$ cat src/rtl/pong_game_core.sv
`timescale 1ns/1ps
// Pong game-state engine on a coarse tile grid: ball and paddle motion, collision,
// scoring and win detection, advanced once per video frame tick.
module pong_game_core #(
    parameter int GAME_WIDTH    = 40,
    parameter int GAME_HEIGHT   = 30,
    parameter int PADDLE_HEIGHT = 6,
    parameter int BALL_DIV      = 3,
    parameter int PADDLE_DIV    = 2,
    parameter int SCORE_WIDTH   = 4,
    parameter int WIN_SCORE     = 9
) (
    input  logic                           i_Clk,
    input  logic                           i_Reset,
    input  logic                           i_Frame_Tick,
    input  logic                           i_Game_Start,
    input  logic                           i_Paddle_Up_P1,
    input  logic                           i_Paddle_Dn_P1,
    input  logic                           i_Paddle_Up_P2,
    input  logic                           i_Paddle_Dn_P2,
    output logic [$clog2(GAME_WIDTH)-1:0]  o_Ball_X,
    output logic [$clog2(GAME_HEIGHT)-1:0] o_Ball_Y,
    output logic [$clog2(GAME_HEIGHT)-1:0] o_Paddle_Y_P1,
    output logic [$clog2(GAME_HEIGHT)-1:0] o_Paddle_Y_P2,
    output logic [SCORE_WIDTH-1:0]         o_Score_P1,
    output logic [SCORE_WIDTH-1:0]         o_Score_P2,
    output logic [1:0]                     o_State,
    output logic [1:0]                     o_Winner,
    output logic                           o_Point_Pulse
);
    localparam int XW = $clog2(GAME_WIDTH);
    localparam int YW = $clog2(GAME_HEIGHT);
    localparam int BW = $clog2(BALL_DIV + 1);
    localparam int PW = $clog2(PADDLE_DIV + 1);

    localparam logic [XW-1:0] X_CENTRE       = XW'(GAME_WIDTH / 2);
    localparam logic [XW-1:0] X_LEFT         = XW'(1);
    localparam logic [XW-1:0] X_RIGHT        = XW'(GAME_WIDTH - 2);
    localparam logic [XW-1:0] X_LEFT_BOUNCE  = XW'(2);
    localparam logic [XW-1:0] X_RIGHT_BOUNCE = XW'(GAME_WIDTH - 3);
    localparam logic [YW-1:0] Y_CENTRE       = YW'(GAME_HEIGHT / 2);
    localparam logic [YW-1:0] Y_BOTTOM       = YW'(GAME_HEIGHT - 1);
    localparam logic [YW-1:0] Y_BOUNCE       = YW'(GAME_HEIGHT - 2);
    localparam logic [YW-1:0] PAD_HOME       = YW'((GAME_HEIGHT - PADDLE_HEIGHT) / 2);
    localparam logic [YW-1:0] PAD_MAX        = YW'(GAME_HEIGHT - PADDLE_HEIGHT);
    localparam logic [BW-1:0] BALL_LAST      = BW'(BALL_DIV - 1);
    localparam logic [PW-1:0] PAD_LAST       = PW'(PADDLE_DIV - 1);
    localparam logic [SCORE_WIDTH-1:0] WIN   = SCORE_WIDTH'(WIN_SCORE);

    typedef enum logic [1:0] {IDLE = 2'd0, PLAY = 2'd1, GAME_OVER = 2'd2} state_t;

    state_t                 state;
    logic                   dir_right;
    logic                   dir_down;
    logic [BW-1:0]          ball_div;
    logic [PW-1:0]          pad_div;
    logic                   ball_step;
    logic                   pad_step;
    logic                   hit_p1;
    logic                   hit_p2;
    logic                   point_p1;
    logic                   point_p2;
    logic [XW-1:0]          next_x;
    logic                   next_right;
    logic [YW-1:0]          next_y;
    logic                   next_down;
    logic [SCORE_WIDTH-1:0] score_p1_inc;
    logic [SCORE_WIDTH-1:0] score_p2_inc;

    function automatic logic in_paddle(input logic [YW-1:0] y, input logic [YW-1:0] top);
        return (y >= top) && ({1'b0, y} <= {1'b0, top} + (YW+1)'(PADDLE_HEIGHT - 1));
    endfunction

    function automatic logic [YW-1:0] paddle_next(input logic [YW-1:0] y, input logic up,
                                                  input logic dn);
        if (up && !dn && y != '0)
            return y - 1'b1;
        if (dn && !up && y < PAD_MAX)
            return y + 1'b1;
        return y;
    endfunction

    assign o_State = state;

    always_comb begin
        ball_step    = (state == PLAY) && i_Frame_Tick && (ball_div == BALL_LAST);
        pad_step     = (state != GAME_OVER) && i_Frame_Tick && (pad_div == PAD_LAST);
        hit_p1       = in_paddle(o_Ball_Y, o_Paddle_Y_P1);
        hit_p2       = in_paddle(o_Ball_Y, o_Paddle_Y_P2);
        point_p1     = dir_right && (o_Ball_X == X_RIGHT) && !hit_p2;
        point_p2     = !dir_right && (o_Ball_X == X_LEFT) && !hit_p1;
        score_p1_inc = o_Score_P1 + 1'b1;
        score_p2_inc = o_Score_P2 + 1'b1;

        next_down = dir_down;
        next_y    = o_Ball_Y;
        if (!dir_down && o_Ball_Y == '0) begin
            next_down = 1'b1;
            next_y    = YW'(1);
        end else if (dir_down && o_Ball_Y == Y_BOTTOM) begin
            next_down = 1'b0;
            next_y    = Y_BOUNCE;
        end else begin
            next_y = dir_down ? o_Ball_Y + 1'b1 : o_Ball_Y - 1'b1;
        end

        // Edge columns only reach the bounce branch on a hit; misses are taken as points.
        next_right = dir_right;
        next_x     = o_Ball_X;
        if (!dir_right && o_Ball_X == X_LEFT) begin
            next_right = 1'b1;
            next_x     = X_LEFT_BOUNCE;
        end else if (dir_right && o_Ball_X == X_RIGHT) begin
            next_right = 1'b0;
            next_x     = X_RIGHT_BOUNCE;
        end else begin
            next_x = dir_right ? o_Ball_X + 1'b1 : o_Ball_X - 1'b1;
        end
    end

    always_ff @(posedge i_Clk or posedge i_Reset) begin
        if (i_Reset) begin
            state         <= IDLE;
            o_Ball_X      <= X_CENTRE;
            o_Ball_Y      <= Y_CENTRE;
            dir_right     <= 1'b1;
            dir_down      <= 1'b1;
            o_Paddle_Y_P1 <= PAD_HOME;
            o_Paddle_Y_P2 <= PAD_HOME;
            o_Score_P1    <= '0;
            o_Score_P2    <= '0;
            o_Winner      <= '0;
            o_Point_Pulse <= 1'b0;
            ball_div      <= '0;
            pad_div       <= '0;
        end else begin
            o_Point_Pulse <= 1'b0;
            if (i_Frame_Tick && state != GAME_OVER)
                pad_div <= pad_step ? '0 : pad_div + 1'b1;
            if (pad_step) begin
                o_Paddle_Y_P1 <= paddle_next(o_Paddle_Y_P1, i_Paddle_Up_P1, i_Paddle_Dn_P1);
                o_Paddle_Y_P2 <= paddle_next(o_Paddle_Y_P2, i_Paddle_Up_P2, i_Paddle_Dn_P2);
            end
            case (state)
                IDLE: begin
                    ball_div <= '0;
                    if (i_Game_Start)
                        state <= PLAY;
                end
                PLAY: begin
                    if (i_Frame_Tick)
                        ball_div <= ball_step ? '0 : ball_div + 1'b1;
                    if (ball_step) begin
                        dir_down <= next_down;
                        if (point_p1 || point_p2) begin
                            o_Ball_X      <= X_CENTRE;
                            o_Ball_Y      <= Y_CENTRE;
                            dir_right     <= point_p2;
                            o_Point_Pulse <= 1'b1;
                            if (point_p1) begin
                                o_Score_P1 <= score_p1_inc;
                                if (score_p1_inc == WIN) begin
                                    state    <= GAME_OVER;
                                    o_Winner <= 2'd1;
                                end else begin
                                    state <= IDLE;
                                end
                            end else begin
                                o_Score_P2 <= score_p2_inc;
                                if (score_p2_inc == WIN) begin
                                    state    <= GAME_OVER;
                                    o_Winner <= 2'd2;
                                end else begin
                                    state <= IDLE;
                                end
                            end
                        end else begin
                            o_Ball_X  <= next_x;
                            o_Ball_Y  <= next_y;
                            dir_right <= next_right;
                        end
                    end
                end
                GAME_OVER: begin
                    if (i_Game_Start) begin
                        o_Score_P1    <= '0;
                        o_Score_P2    <= '0;
                        o_Winner      <= '0;
                        o_Ball_X      <= X_CENTRE;
                        o_Ball_Y      <= Y_CENTRE;
                        o_Paddle_Y_P1 <= PAD_HOME;
                        o_Paddle_Y_P2 <= PAD_HOME;
                        state         <= IDLE;
                    end
                end
                default: state <= IDLE;
            endcase
        end
    end
endmodule
$ cat config.mk
export PLATFORM = sky130hd
export DESIGN_NAME = pong_game_core
export DESIGN_NICKNAME = d
export VERILOG_FILES = /design/src/rtl/pong_game_core.sv
export SDC_FILE = /design/constraint.sdc
export NUM_CORES = 1
export LEC_CHECK = 0
export ABC_AREA = 1
export CAP_MARGIN = 40
export CORE_AREA = 4 4 90 92
export CTS_BUF_LIST = sky130_fd_sc_hd__clkbuf_16
export DETAILED_ROUTE_END_ITERATION = 12
export DIE_AREA = 0 0 94 96
export DONT_BUFFER_PORTS = 1
export PLACE_DENSITY = 0.7
export SETUP_SLACK_MARGIN = 0.5
export SKIP_CTS_REPAIR_TIMING = 1
export SYNTH_ARGS = -nofsm -noshare
export SYNTH_HDL_FRONTEND = slang
export SYNTH_SLANG_ARGS = --single-unit
export TNS_END_PERCENT = 20
$ cat constraint.sdc
create_clock -name i_Clk -period 2.4 [get_ports i_Clk]
set_input_delay 0.24 -clock i_Clk [delete_from_list [all_inputs] [get_ports i_Clk]]
set_output_delay 0.24 -clock i_Clk [all_outputs]
set_load 0.01 [all_outputs]
Word level (Yosys, flattened, before mapping)
Index checks and enable logic that the tools add are counted.

Add/subtract/negate cells: 14. Magnitude comparators: 6. Equality and inequality tests: 19. Mux-type cells: 73. Reductions and logical operators: 45.

Operators by type and width (number): 5-bit two-way mux (20); 6-bit two-way mux (6); 2-bit two-way mux (15); 4-bit two-way mux (7); 1-bit logical AND (20); 1-bit two-way mux (18); 4-bit one-hot mux with 2 select lines (2); 5-bit by 1-bit adder with 5-bit output, second input constant (3); 5-bit by 1-bit subtractor with 5-bit output, second input constant (3); 2-bit != test, second input constant (7); 5-bit by 3-bit adder with 6-bit output, second input constant (2); 5-bit by 6-bit less-or-equal comparator with 1-bit output (2); 6-bit one-hot mux with 2 select lines (1); 5-bit >= comparator (2); 5-bit less-than comparator, second input constant (2); 5-bit one-hot mux with 2 select lines (1); 5-bit AND reduction (2); 5-bit nonzero test (2); 3-bit AND reduction (3); 4-bit by 1-bit adder with 4-bit output, second input constant (2); 4-bit equality test, second input constant (2); 1-bit zero test (8); 2-bit one-hot mux with 2 select lines (2); 6-bit by 1-bit adder with 6-bit output, second input constant (1); other kinds (18) (24).

Flip-flop bits (word level): 40. Word-level logic and storage cells: 170.

Depth between registers and ports, before layout
Depth in word-level cells: 12. Mapped depth: 19. Gate-level depth less buffers: 19.

Worst setup path before layout
No wires, ideal clock.

Path type: register -> register. From: reg o_Paddle_Y_P2[0]. To: reg o_Score_P2[0]. Arrival time: 2136 ps. Required time: 2279 ps. Slack: 144 ps. Stages on the path, launching flop included: 16. Path buffers: 0. Clock period less this slack: 2256 ps. Path through: dfrtp_1 > ha_1 > nor2_1 > nor2_1 > xor2_1 > ha_1 > nand3_1 > nor2_1 > nor2_1 > nand2_1 > a21oi_2 > nor2_2 > nand2_4 > nand3_4 > nand2_1 > o21ai_1.

Word-level cells in the longest chain between the ends: 8. Elaborated cells on any way between the ends: 10. Classes of those cells: add/sub (1); order compare (2); eq/ne (2); reduce/logical (5).

Ends and longest elaborated chain: start: declaration (line 24) `output logic [$clog2(GAME_HEIGHT)-1:0] o_Paddle_Y_P2,`; start signal: assignment (line 142) `o_Paddle_Y_P2 <= paddle_next(o_Paddle_Y_P2, i_Paddle_Up_P2, i_Paddle_Dn_P2);`; 5-bit by 3-bit adder with 6-bit output (line 71) `return (y >= top) && ({1'b0, y} <= {1'b0, top} + (YW+1)'(PADDLE_HEIGHT - 1));`; 5-bit by 6-bit less-or-equal comparator with 1-bit output (line 71); 1-bit logical AND (*) (line 71); 1-bit zero test (*) (line 90) `point_p1 = dir_right && (o_Ball_X == X_RIGHT) && !hit_p2;`; 1-bit logical AND (*) (line 90); 1-bit logical OR (line 155) `if (point_p1 || point_p2) begin`; 2-bit by 1-bit != test with 1-bit output (no source line); 5-bit AND reduction (no source line) (*); end signal: assignment (line 169) `o_Score_P2 <= score_p2_inc;`; end: declaration (line 26) `output logic [SCORE_WIDTH-1:0] o_Score_P2,`.

Every way passes the cells marked *; elsewhere a longest branch is shown, timed or not. A chain may end at the register's enable or synchronous reset.

Worst setup path in the final report
From: reg o_Paddle_Y_P2[0]. To: reg o_Score_P2[3].

Same word-level chain as after synthesis.

==> results_dict.tcl <==
set metrics [dict create \
    vdd_ir_drop_max_mv 0.4016 \
    clkLatencyLatePin_ns 0.28 \
    seq_power_share 0.294 \
    synthTopCellsByArea "dfrtp_1 22%, ha_1 14%, dfstp_2 9.9%, nand2_1 8.8%, inv_1 7.9%" \
    clkTransAtPathRegs_ns 0.06 \
    htreeDepth 2 \
    async_flop_share 1.000 \
    hold_viol_final 28 \
    grt_max_degree 41 \
    ys_ff_latch 40 \
    vias 2853 \
    antenna_found_initial 0 \
    finalClockSkew_ns 0.002771 \
    drv_cap 0 \
    status "finished with violations" \
    final_antenna_net_count 0 \
    fp.coreArea_sq_um 7214 \
    first_global_vias 2828 \
    crit_slowest_cell "dfrtp_2" \
    synth_top_area_frac 0.2192 \
    criticalPathCategory "flop to flop" \
    dieArea_sq_um 9024 \
    synthToLayoutAreaGrowth_pct 18.55 \
    ys_types 46 \
    wl_per_cell_microns 14.42 \
    fin_setup_tns_ns 0 \
    synth-edff-count 0 \
    failed_checks "hold timing" \
    io_buffer_count 0 \
    cp_max_fo 8 \
    die_w_microns 94 \
    grt_pass1_wl_microns 13060 \
    num_rows 31 \
    synth_flop_cell "dfrtp_1" \
    cts_tree "yes" \
    dpl-instance-area_sq_um 3448 \
    rsz0062_at_grt "yes" \
    drive_gt1_frac 0.2275 \
    powerDensity_nw_per_um2 1233 \
    worstMarginPinSlew_ns 0.5146 \
    first_pass_iters 4 \
    startpoint_type "flop" \
    synth_nets 462 \
    post-route-period-util 0.9964 \
    yosys_warnings 0 \
    synthTopCellsByCount "75 x nand2_1, 67 x inv_1, 36 x ha_1" \
    end_kind "flop" \
    grtUsageTotal 0.1798 \
    cts.sinks 40 \
    die_y_microns 96 \
    synth_area_per_cell_sq_um 7.666 \
    critical_path.max_stage_delay_ns 0.48 \
    syn_inst 417 \
    ys_seq_area_frac 0.3178 \
    critPathArrivalTime_ns 2.56 \
    min_path_type "primary input to async pin" \
    combinationalPowerShare 0.573 \
    final_max_slew_viol_count 0 \
    numCtsBuffers 5 \
    timing.hold.ws_ns -0.03546 \
    setup_violations 0 \
    fin_nets 488 \
    drc 0 \
    routed_wirelength_microns 7829 \
    p_switching_mw 2.246 \
    n_antenna_cell 0 \
    p_total_mw 4.673 \
    slew-limit-headroom 0.6569 \
    start_util 0.4431 \
    yosys.area.top_type "dfrtp_1" \
    p_int_mw 2.427 \
    synth.most_common_cell "nand2_1" \
    num-fill-cells 696 \
    netSwitchingFraction 0.4807 \
    cts_max_path_buffers 2 \
    fin_area_sq_um 3790 \
    crit_path_cell_trace "ha_4 > nor2_4 > nor2_2 > xor2_1 > ha_1 > nand3_1 > nor2_1 > nor2_1 > nand2_2 > a21oi_4 > nor2_4 > nand2_4 > nand3_4 > nand2_2 > o21ai_2" \
    power.leakage_nw 1.855 \
    cts-root-buf "clkbuf_16" \
    grt_overflow 0 \
    critPathBufInv 0 \
    finalCoreUtilization 0.5253 \
    crit_family "simple AND/OR/NAND/NOR gates" \
    io_pins 42 \
    required_ns 2.57 \
    period_minus_slack_ns 2.391 \
    clock.fmax_mhz 418.2 \
    hpwlAfterDp_microns 5884 \
    clkPwrFrac 0.133 \
    mappedNetlistArea_sq_um 3197 \
    gp_congestion 0.8136 \
    via_per_inst 5.254 \
    drt_iter0_drc 114 \
]
worst register-to-register path, delay by kind of cell (launching register included):
family / cells / cell delay (ns)
AND/OR/NAND/NOR: 10 / 0.91
flip-flops: 1 / 0.48
adder cells (fa/ha/maj): 2 / 0.49
AO/OA/AOI/OAI: 2 / 0.25
XOR/XNOR: 1 / 0.15
power by group through the flow:
stage                     Sequential (mW)  Combinational (mW)  Clock, mW
after floorplan                      1.29                1.80          0
after global placement               1.36                2.28          0
after detailed placement             1.36                2.38          0
after CTS                            1.35                2.40      0.644
after global routing                 1.42                3.09      0.668
final                                1.37                2.68      0.621
cell families (layout without fill, tap and decap cells):
family                     after synthesis  count (layout)  synth area share
adders and majority gates               37              37            0.1472
AOI/OAI and AO/OA                       83              83            0.1554
and+or+nand+nor                        163             163            0.2388
xor gates and xnor gates                15              15           0.04110
buffers and inverters                   79             106           0.09980
DFF                                     40              40            0.3178
final timing paths:
| path | start | end | slack, ns | cells past startpoint |
|---|---|---|---|---|
| setup / recovery | o_Paddle_Y_P2[0]$_DFF_PP0_ | o_Score_P2[3]$_DFFE_PP0P_ | 0.009 | 15 |
| hold reg to reg | pad_div[0]$_DFFE_PP0P_ | pad_div[0]$_DFFE_PP0P_ | 0.52 | 1 |
| max in group asynchronous | i_Reset | o_Paddle_Y_P2[1]$_DFF_PP0_ | 2.03 | 2 |
| hold / removal | i_Reset | o_Score_P2[0]$_DFFE_PP0P_ | -0.04 | 2 |
| setup reg to reg | o_Paddle_Y_P2[0]$_DFF_PP0_ | o_Score_P2[3]$_DFFE_PP0P_ | 0.009 | 15 |
| min in group i_Clk | i_Game_Start | o_State[1]$_DFFE_PP0P_ | 0.08 | 1 |
sequential cells by signal, indices dropped and copies added (netlist names):
| register | count |
|---|---|
| o_Winner | 2 |
| o_State | 2 |
| ball_div | 2 |
| o_Ball_Y | 5 |
| o_Point_Pulse | 1 |
| o_Paddle_Y_P2 | 5 |
| dir_down | 1 |
| pad_div | 2 |
| o_Paddle_Y_P1 | 5 |
| dir_right | 1 |
| o_Score_P1 | 4 |
| o_Score_P2 | 4 |
| o_Ball_X | 6 |
placed cells by master, fill, tap and decap left out, drive strengths merged, types with 12 or more instances in the layout:
cell type / instances
a21oi: 28
buf: 26
dfrtp: 28
dfstp: 12
ha: 36
inv: 73
nand2: 76
nand3: 27
nor2: 40
o21ai: 31
xor2: 12
area by class of cell:
type | count | area, sq um | share of cell area
clock buffers | 5 | 125.1 | 0.03301
clock inverters | 3 | 11.26 | 0.002971
inverters | 72 | 276.5 | 0.07296
multi-input cells | 298 | 2014 | 0.5315
flip-flops and latches | 40 | 1020 | 0.2691
well taps | 99 | 123.9 | 0.03268
repair buffers | 26 | 219.0 | 0.05777
per-stage QoR:
step / setup WS [ns] / cells
floorplan: 0.1717 / 417
global placement: -0.01326 / 529
detailed placement: -0.04895 / 529
CTS: -0.06062 / 537
global route: -0.1628 / 543
finish: 0.008633 / 543
per-layer routing:
| metal | vias up | global-route usage | part of all wire |
|---|---|---|---|
| met1 | 1351 | 0.2147 | 0.42 |
| met5 | - | 0 | 0 |
| met2 | 60 | 0.3229 | 0.50 |
| li1 | 1429 | - | - |
| met3 | 13 | 0.04222 | 0.058 |
| met4 | 0 | 0.05054 | 0.014 |
(Power assumes the default switching activity.)
